$ cat src/rtl/bus_arbiter_4src.sv
// Four-source round-robin arbiter feeding a registered unidirectional bus.
// Define BUS_PARITY_EN to add the registered even-parity output bus_parity.
module bus_arbiter_4src #(
  parameter int DATA_W = 4
) (
  input  logic                  clk,
  input  logic                  rst_n,
  input  logic [3:0]            src_valid,
  input  logic [4*DATA_W-1:0]   src_data,
  output logic [3:0]            src_ready,
  output logic [DATA_W-1:0]     bus_data,
  output logic                  bus_valid,
  output logic [1:0]            bus_src,
`ifdef BUS_PARITY_EN
  output logic                  bus_parity,
`endif
  input  logic                  bus_ready
);

  typedef enum logic {IDLE = 1'b0, BUSY = 1'b1} state_t;

  state_t              state_q, state_d;
  logic [1:0]          ptr_q, ptr_d;
  logic [DATA_W-1:0]   bus_data_q, bus_data_d;
  logic [1:0]          bus_src_q, bus_src_d;
  logic                bus_valid_q, bus_valid_d;

  logic                win_found;
  logic [1:0]          win_idx;
  logic                accept;
  logic                xfer;
  logic [DATA_W-1:0]   win_data;

  // Search starts at ptr and wraps; first requester wins.
  always_comb begin
    logic [1:0] cand;
    win_found = 1'b0;
    win_idx   = ptr_q;
    cand      = ptr_q;
    for (int k = 0; k < 4; k++) begin
      cand = ptr_q + 2'(k);
      if (!win_found && src_valid[cand]) begin
        win_found = 1'b1;
        win_idx   = cand;
      end
    end
  end

  assign accept    = (state_q == IDLE) || bus_ready;
  assign xfer      = rst_n && accept && win_found;
  assign src_ready = xfer ? (4'b0001 << win_idx) : 4'b0000;
  assign win_data  = src_data[win_idx*DATA_W +: DATA_W];

  always_comb begin
    state_d     = state_q;
    ptr_d       = ptr_q;
    bus_data_d  = bus_data_q;
    bus_src_d   = bus_src_q;
    bus_valid_d = bus_valid_q;
    if (xfer) begin
      state_d     = BUSY;
      ptr_d       = win_idx + 2'd1;
      bus_data_d  = win_data;
      bus_src_d   = win_idx;
      bus_valid_d = 1'b1;
    end else if (state_q == BUSY && bus_ready) begin
      state_d     = IDLE;
      bus_valid_d = 1'b0;
    end
  end

`ifdef BUS_PARITY_EN
  logic bus_parity_q, bus_parity_d;

  // Parity follows whatever word is loaded so it stays aligned with bus_data.
  always_comb begin
    bus_parity_d = bus_parity_q;
    if (xfer) bus_parity_d = ^win_data;
  end

  always_ff @(posedge clk) begin
    if (!rst_n) bus_parity_q <= 1'b0;
    else        bus_parity_q <= bus_parity_d;
  end

  assign bus_parity = bus_parity_q;
`endif

  always_ff @(posedge clk) begin
    if (!rst_n) begin
      state_q     <= IDLE;
      ptr_q       <= 2'd0;
      bus_data_q  <= '0;
      bus_src_q   <= 2'd0;
      bus_valid_q <= 1'b0;
    end else begin
      state_q     <= state_d;
      ptr_q       <= ptr_d;
      bus_data_q  <= bus_data_d;
      bus_src_q   <= bus_src_d;
      bus_valid_q <= bus_valid_d;
    end
  end

  assign bus_data  = bus_data_q;
  assign bus_src   = bus_src_q;
  assign bus_valid = bus_valid_q;

endmodule

$ cat config.mk
export PLATFORM = sky130hd
export DESIGN_NAME = bus_arbiter_4src
export DESIGN_NICKNAME = d
export VERILOG_FILES = /design/src/rtl/bus_arbiter_4src.sv
export SDC_FILE = /design/constraint.sdc
export NUM_CORES = 1
export LEC_CHECK = 0
export CAP_MARGIN = 40
export CORE_MARGIN = 4
export CORE_UTILIZATION = 39
export DETAILED_ROUTE_END_ITERATION = 16
export PLACE_DENSITY = 0.85
export RECOVER_POWER = 25
export REMOVE_ABC_BUFFERS = 1
export SLEW_MARGIN = 20
export SYNTH_ARGS = -nofsm -noshare
export SYNTH_HDL_FRONTEND = slang
export SYNTH_SLANG_ARGS = --single-unit
$ cat constraint.sdc
create_clock -name clk -period 2.4 [get_ports clk]
set_input_delay 0.48 -clock clk [delete_from_list [all_inputs] [get_ports clk]]
set_output_delay 0.48 -clock clk [all_outputs]
set_load 0.05 [all_outputs]
==> flow_summary.toml <==
[cts]
numCtsBuffers = 3
clkLatencyLatePin_ps = 270
clkSlewWorstSetupHoldPaths_ps = 70
cts_htree_levels = 1
cts_tree = "yes"
clockBufferDepth = 2
root_buffer = "clkbuf_4"
cts_sinks = 9

[grt]
overflow = 0
grtUsageMet1_pct = 21.2
use_met2_pct = 40.9
grt_pass1_vias = 728
grt_max_degree = 9
met3_usage_pct = 8.98
grt_usage_pct = 22.1
grt_first_pass_wirelength_um = 3190
antenna_found_initial = 0
grt_busiest_layer = "met2"

[placed_design]
placed_area_sq_um = 1040
hpwl_um = 1570
io_buffers = 33
gp_congestion = 0.721
dp.cells = 124

[power]
peakVddDrop_mv = 0.443
leakagePower_nw = 0.472
finalPower_uw = 638
p_per_area_nw_per_um2 = 563

[floorplan]
die_h_um = 46.5
start_util_pct = 42.8
die_area_sq_um = 2160
die_w_um = 46.5
core_region_area_sq_um = 1350
rows = 13
ios = 34

[timing]
finalCritPeriodShare_pct = 98.3
slew_violations = 0
hold_viol_final = 0
max_freq_mhz = 424
finalSetupTns_ps = 0
fin_crit_ps = 2360
slew_headroom_pct = 66.0
tightest_slew_ps = 509
final.setup_skew_ps = 8.84
finalSetupViolCount = 0

[detailed_routing]
wire_per_inst_um = 17.0
post-route-drc-count = 0
drtIter0Drc = 18
ant_nets = 0
first_pass_iters = 4
routed-via-count = 711
routed_wl_um = 2270
viasPerCell = 5.35

[cells_and_area]
final_cell_mix = "clkdlybuf4s50_1, buf_4, dfxtp_1"
fill_cells = 95
seq_area_sq_um = 180
fin_nets = 142
synthToLayoutAreaGrowth_pct = 96.1
final_layout_size_suffix_gt1_share_pct = 32.2
antenna_cells = 0
fin_cells = 133
mostFrequentLayoutCell = "clkdlybuf4s50_1"
fin_util_pct = 84.0
fin_area_sq_um = 1130
multi_input_area_sq_um = 415

[status]
status = "complete, no violations"

[logic_synthesis]
ys_types = 24
seq_area_frac_synth_pct = 31.2
synth_top_area_share_pct = 31.2
synth-edff-count = 0
synthTopCellsByArea = "dfxtp_1, mux2i_1, a221oi_2"
synth_area_sq_um = 578
synth-warning-count = 0
syn_inst = 67
syn_avg_cell_area_sq_um = 8.63
ys_ff_latch = 9
yosys.area.top_type = "dfxtp_1"
ys_async_sr_fraction_pct = 0
synth_ff_type = "dfxtp_1"

[critical_path]
worstPathMaxFanout = 5
cp_data_required_time_ps = 1920
arrival_ps = 1880
endpoint_kind = "output pin"
worst-setup-path-type = "primary input to output pin"
start_kind = "primary input"

[hold_path]
hold_class = "register to register"

[run]
maxCapViolations = 0
==> cell usage after synthesis, drive strengths merged, types with 2 or more instances <==
master  number
nand2b       4
nor2b        3
nand2        8
a211oi       2
o21ai        4
a221oi       3
nor2         6
mux2i        8
buf          2
dfxtp        9
a21oi        6
inv          2
==> worst max-delay path: stages <==
cell and delay [ps]:
dlygate4sd2_1 280, nor2b_1 140, o21a_1 200, a211oi_4 350, nand2b_4 210, nor2_2 50
buf_12 160
==> state kept, by name (all words and copies together), names as in the netlist <==
name	flops
bus_src	2
bus_data	4
ptr_q	2
bus_valid	1
==> routing by layer <==
| layer | vias to the layer above | wire length, um |
|---|---|---|
| li1 | 344 | - |
| met5 | - | 0 |
| met3 | 2 | 113 |
| met1 | 334 | 886 |
| met4 | 0 | 10 |
| met2 | 31 | 1260 |
==> worst paths after layout <==
kind | from | to | cells after the start | slack, ps
min reg2reg | bus_src[0] | bus_src[0] | 2 | 470
max reg2reg | ptr_q[0] | bus_data[3] | 11 | 180
max | src_valid[0] | src_ready[0] | 7 | 40
min | bus_src[0] | bus_src[0] | 2 | 470
==> what timing repair did <==
item	in CTS	in global routing
hold buffers	0	0
setup buffers	5	0
endpoints found under the setup margin	4	1
resized for setup	14	5
pin swaps	3	2
==> logic make-up after synthesis <==
kind of cell,share of synthesized area (%)
AOI/OAI and AO/OA,27.5
xor gates and xnor gates,1.52
and+or+nand+nor,21.2
buffers and inverters,4.76
DFF,31.2
muxes,13.9
==> cell type report <==
type / instances / area share, %
well taps: 15 / 1.66
flip-flops and latches: 9 / 15.9
multi-input cells: 53 / 36.6
clock buffers: 4 / 2.32
inverters: 2 / 0.662
repair buffers: 50 / 42.8
==> through the flow <==
step | setup WS, ps | hold WS, ps
floorplan | -197 | 534
global placement | -81.7 | 451
detailed placement | -140 | 459
CTS | 73.0 | 473
global route | -14.1 | 514
finish | 39.7 | 470
==> where the power goes <==
part           leakage, nW  total, mW  internal [mW]  switching, mW
Sequential          0.0752      0.183          0.170         0.0138
Combinational        0.381      0.331          0.154          0.177
Clock               0.0150      0.124         0.0644         0.0599
Note: power is estimated with default switching activity, not from simulation.
